$ cat config.mk
export PLATFORM = sky130hd
export DESIGN_NAME = receive_controller
export DESIGN_NICKNAME = d
export VERILOG_FILES = /design/src/rtl/receive_controller_pkg.sv /design/src/rtl/types.sv /design/src/rtl/receive_controller_sat_counter.sv /design/src/rtl/receive_controller.sv
export SDC_FILE = /design/constraint.sdc
export NUM_CORES = 1
export LEC_CHECK = 0
export CAP_MARGIN = 20
export CORE_ASPECT_RATIO = 1.2
export CORE_MARGIN = 10
export CORE_UTILIZATION = 47
export DETAILED_ROUTE_END_ITERATION = 16
export GPL_ROUTABILITY_DRIVEN = 0
export GPL_TIMING_DRIVEN = 0
export PLACE_DENSITY_LB_ADDON = 0.3
export SLEW_MARGIN = 0
export SYNTH_ARGS = -nofsm -noshare
export SYNTH_HDL_FRONTEND = slang
export SYNTH_HIERARCHICAL = 1
export SYNTH_SLANG_ARGS = --single-unit
export TNS_END_PERCENT = 30
$ cat constraint.sdc
create_clock -name clk -period 5.05 [get_ports clk]
set_input_delay 1.2625 -clock clk [delete_from_list [all_inputs] [get_ports clk]]
set_output_delay 1.2625 -clock clk [all_outputs]
set_load 0.02 [all_outputs]
$ cat src/rtl/receive_controller_pkg.sv
// receive_controller_pkg: shared constants for the receive dispatch block
package receive_controller_pkg;
   localparam int DEFAULT_COUNT_WIDTH = 16;
endpackage

$ cat src/rtl/types.sv
// types: shared flit definitions for the node receive path
package types;
   typedef struct packed {
      logic       is_ack;
      logic [3:0] src;
      logic [3:0] dst;
      logic [6:0] seq;
   } header_t;
   typedef struct packed {
      header_t     header;
      logic [31:0] payload;
   } flit_t;
endpackage

$ cat src/rtl/receive_controller_sat_counter.sv
// sat_counter: enable-driven up counter that sticks at all-ones, async active-low clear
module sat_counter #(
   parameter int W = 16
) (
   input  logic         clk,
   input  logic         rst_n,
   input  logic         en,
   output logic [W-1:0] q
);
   always_ff @(posedge clk or negedge rst_n)
      if (!rst_n) q <= '0;
      else if (en && !(&q)) q <= q + 1'b1;
endmodule

$ cat src/rtl/receive_controller.sv
// receive_controller: steers received flits to ack/packet/waiting-ack buffers and counts traffic
module receive_controller
   import receive_controller_pkg::*;
#(
   parameter int COUNT_WIDTH = DEFAULT_COUNT_WIDTH
) (
   input  logic                   clk,
   input  logic                   rst_n,
   input  types::flit_t           received_flit,
   input  logic                   received_flit_valid,
   output logic                   received_flit_ready,
   input  logic                   ack_buffer_ready,
   output logic                   ack_buffer_valid,
   input  logic                   packet_buffer_ready,
   output logic                   packet_buffer_valid,
   output logic                   waiting_ack_buffer_valid,
   output logic [COUNT_WIDTH-1:0] data_count,
   output logic [COUNT_WIDTH-1:0] ack_count,
   output logic [COUNT_WIDTH-1:0] stall_count
);
   logic is_ack, data_push, stall;
   always_comb begin
      is_ack                   = received_flit.header.is_ack;
      data_push                = received_flit_valid & ~is_ack & ack_buffer_ready & packet_buffer_ready;
      stall                    = received_flit_valid & ~is_ack & ~(ack_buffer_ready & packet_buffer_ready);
      waiting_ack_buffer_valid = received_flit_valid & is_ack;
      ack_buffer_valid         = data_push;
      packet_buffer_valid      = data_push;
      received_flit_ready      = waiting_ack_buffer_valid | data_push;
   end
   sat_counter #(.W(COUNT_WIDTH)) u_data  (.clk(clk), .rst_n(rst_n), .en(data_push),                .q(data_count));
   sat_counter #(.W(COUNT_WIDTH)) u_ack   (.clk(clk), .rst_n(rst_n), .en(waiting_ack_buffer_valid), .q(ack_count));
   sat_counter #(.W(COUNT_WIDTH)) u_stall (.clk(clk), .rst_n(rst_n), .en(stall),                    .q(stall_count));
endmodule

Yosys cells after proc, flatten, opt, wreduce, memory -nomap -nowiden
Index checks and enable logic that the tools add are counted.
W data, S select, Z words.
- add/sub/neg operators: 3
- $mul: 0
- div/mod/pow operators: 0
- magnitude comparators: 0
- eq/ne operators: 0
- shift operators: 0
- mux-type cells: 0
- bitwise gates (word level): 9
- reduce and logical (&&, ||, !) cells: 9
- operator list (cell ; count):
    $add A16 B1 Y16 const B ; 3
    $reduce_and A16 Y1 ; 3
    $and A1 B1 Y1 ; 6
    $logic_and A1 B1 Y1 ; 3
    $logic_not A1 Y1 ; 3
    $not A1 Y1 ; 2
    $or A1 B1 Y1 ; 1
- bits in registers: 48
- bits in latches: 0
- RAM bits: 0
- ROM bits: 0
- bits of input ports: 53
- output and inout bits: 52
- logic and storage cells: 24
- memories: 0

Longest topological paths before layout
- depth after elaboration: 5
- mapped depth: 6
- gate-level depth less buffers: 6

Cells and area by module
Netlist, hierarchy kept.
- modules (own cells, without submodules) (module ; instances ; cells each ; area an instance (sq um) ; sequential area each (sq um)):
    sat_counter ; 3 ; 75 ; 840.8 ; 400.4
    receive_controller ; 1 ; 8 ; 55.1 ; 0.0

Worst setup path before layout
Ideal clock, no wire load.
- kind: input -> output
- start: input port received_flit[47] (netlist bit)
- end: output port packet_buffer_valid
- arrival time: 2.149 ns
- required time: 3.788 ns
- path slack: 1.639 ns
- stages on the path: 3
- buffers on the path: 1
- path through: nand2b_4 -> nor2_1 -> buf_4
- longest elaborated chain between the ends: 4
- RTL lines (what ; line ; RTL):
    start: declaration ; receive_controller.sv:9 ; input types::flit_t received_flit,
    $not A1 Y1 ; receive_controller.sv:24 ; data_push = received_flit_valid & ~is_ack & ack_buffer_ready & packet_buffer_ready;
    $and A1 B1 Y1 (3 in series) ; receive_controller.sv:24 ;
    end: declaration ; receive_controller.sv:15 ; output logic packet_buffer_valid,
No other way between the ends.

Final worst setup path
Ends and elaborated chain as after synthesis.

==> flow_summary.ini <==
[run_status]
status = completed

[power]
leakage_uw = 0.00152
ir_drop_mv = 0.295
power_frac_clock = 0.197
p_seq_frac = 0.501
power_frac_comb = 0.303
p_int_uw = 698
powerDensity_nw_per_um2 = 326
switching_share = 0.355
p_switching_uw = 385

[setup_path]
critical_path_required_ns = 3.79
critPathCaptureType = output pin
cp_max_fo = 9
worst-setup-path-type = input port to output pin
critPathArrivalTime_ns = 3.19
start_kind = input port

[sta]
tightest_slew_ns = 0.605
setup_tns_ns = 0
rsz0062_at_grt = no
post-route-period-util = 0.882
hold_violations = 0
slew_viol_final = 0
fmax_ghz = 0.225
finalCriticalPeriod_ns = 4.45
finalSetupViolations = 0
relSlewSlack = 0.595
skew_ns = 0.00360

[floorplan]
row_count = 29
die_area_sq_um = 8860
start_util = 0.487
die_height_um = 101
die_x_um = 87.6
io_pins = 105
core_sq_um = 5300

[grt]
busiest_layer = met2
gr-total-overflow = 0
antenna_found_initial = 0
use_met1 = 0.159
grt_max_degree = 31
met2_usage = 0.212
track_usage = 0.133
grt_pass1_wl_um = 9710
first_global_vias = 2042
grtUsageMet3 = 0.0558

[yosys]
synth-edff-count = 0
synth-seq-cells = 48
seq_area_frac_synth = 0.466
ys.flop_type = dfrtp_1
synth_common_cells = 48 x dfrtp_1, 24 x xor2_1, 19 x nor2_1
syn_avg_cell_area_sq_um = 11.1
ys_top_cells_by_area = dfrtp_1 47%, xor2_1 8.2%, mux2_2 5.2%
synth_cell_types = 29
yosysWarnings = 6
netlist.area_leader.share = 0.466
ys_async_sr_fraction = 1.00
synth_top_area_cell = dfrtp_1
syn_inst = 233
synth.net_count = 289
yosysMostFrequentCell = dfrtp_1
synth_area_sq_um = 2580

[route]
vias_per_cell = 5.53
postRouteAntennaNets = 0
drt_first_pass_iters = 4
via_count = 1989
wl_um = 5710
avgRoutedWirePerCell_um = 15.8
drtIter0Drc = 60
drcViolationCount = 0

[clock_network]
clk_latency_ns = 0.29
clockRootBuffer = clkbuf_8
cts_hold_buf = 0
cts.path.max_buffers = 2
htreeDepth = 2
cts.sinks = 48
postCtsSetupBuffers = 0
cts_resized = 0
cts_tree = yes
path_clk_slew_ns = 0.08
numCtsBuffers = 5

[final_layout]
area_delta_synth_final_pct = 28.7
fillers = 457
layout.cells.non_filler = 360
antenna_cells = 0
layout-drive-gt1-share = 0.158
layout.nets = 354

[job]
cap_violations = 0

[place]
dp.final_hpwl_um = 4300
dp.cells = 353
portBuffers = 57

[min_path]
hold_path_class = flop to flop
[power groups by stage]
stage                     Clock, uW  Sequential, uW  Combinational [uW]
after CTS                       222             542                 332
after detailed placement          0             548                 330
after global routing            237             555                 354
after floorplan                   0             600                98.3
final                           213             542                 328
after global placement            0             544                 324
[through the flow]
stage	cell area (sq um)	util	setup slack [ns]	hold WS (ns)	total power [uW]
after floorplan	2580	-	1.64	0.621	698
after global placement	3230	0.609	0.667	0.510	869
after detailed placement	3240	0.612	0.610	0.519	878
after CTS	3320	0.626	0.589	0.534	1100
after global routing	3320	0.626	0.493	0.559	1150
final	3320	0.626	0.596	0.532	1080
[worst max-delay path, cell delays in order]
cell	delay, ns
clkdlybuf4s50_1	0.47
nand2b_4	0.17
nor2_1	0.47
buf_4	0.21
clkdlybuf4s50_1	0.60
[per-layer routing]
metal | routed length (um) | part of all wire
met5 | 0 | 0
met4 | 61 | 0.011
met2 | 2710 | 0.47
met3 | 514 | 0.090
met1 | 2420 | 0.42
[logic make-up after synthesis]
family                   count (synthesis)  synth area share
XOR/XNOR                                33             0.112
AND/OR/NAND/NOR                        116             0.310
AO/OA/AOI/OAI                           14            0.0316
adder cells (fa/ha/maj)                  3            0.0146
flip-flops                              48             0.466
multiplexers                            12            0.0524
buffers and inverters                    7            0.0131
[sequential cells by signal, indices dropped and copies added (netlist names)]
signal	count
u_ack/q	16
u_data/q	16
u_stall/q	16
[path summary, 6_finish.rpt]
| kind | from | to | slack (ns) | cells past startpoint |
|---|---|---|---|---|
| setup reg to reg | u_data/q[0]$_DFFE_PN0P_ | u_data/q[1]$_DFFE_PN0P_ | 3.20 | 5 |
| min in group asynchronous | rst_n | u_ack/q[15]$_DFFE_PN0P_ | 0.91 | 1 |
| setup / recovery | received_flit[47] | packet_buffer_valid | 0.60 | 5 |
| hold / removal | u_stall/q[7]$_DFFE_PN0P_ | u_stall/q[7]$_DFFE_PN0P_ | 0.53 | 1 |
| hold reg to reg | u_stall/q[7]$_DFFE_PN0P_ | u_stall/q[7]$_DFFE_PN0P_ | 0.53 | 1 |
| max in group asynchronous | rst_n | u_ack/q[5]$_DFFE_PN0P_ | 3.63 | 2 |
[layout make-up]
cell class,instances,area (sq um),share of cell area
multi-input combinational,178,1340,0.405
sequential,48,1200,0.362
timing repair buffer,58,586,0.176
tap,62,77.6,0.0234
clock buffer,6,72.6,0.0219
buffer,4,22.5,0.00679
inverter,3,11.3,0.00339
clock inverter,1,5.00,0.00151
[placed cells by master, fill, tap and decap left out, drive strengths merged]
cell type       n
nand3          18
or2             3
clkdlybuf4s50  56
dfrtp          48
nor3b           3
nand2b          7
nand4          18
nand2          13
ha              3
and2            1
a21oi           5
mux2           12
xor2           24
clkinv          1
nor4            9
nor3           15
clkbuf          6
nor2           19
and3            3
o211ai          3
inv             3
buf             6
xnor2           9
nor2b           1
o21ai           6
and4            6
Note: power is estimated with default switching activity, not from simulation.
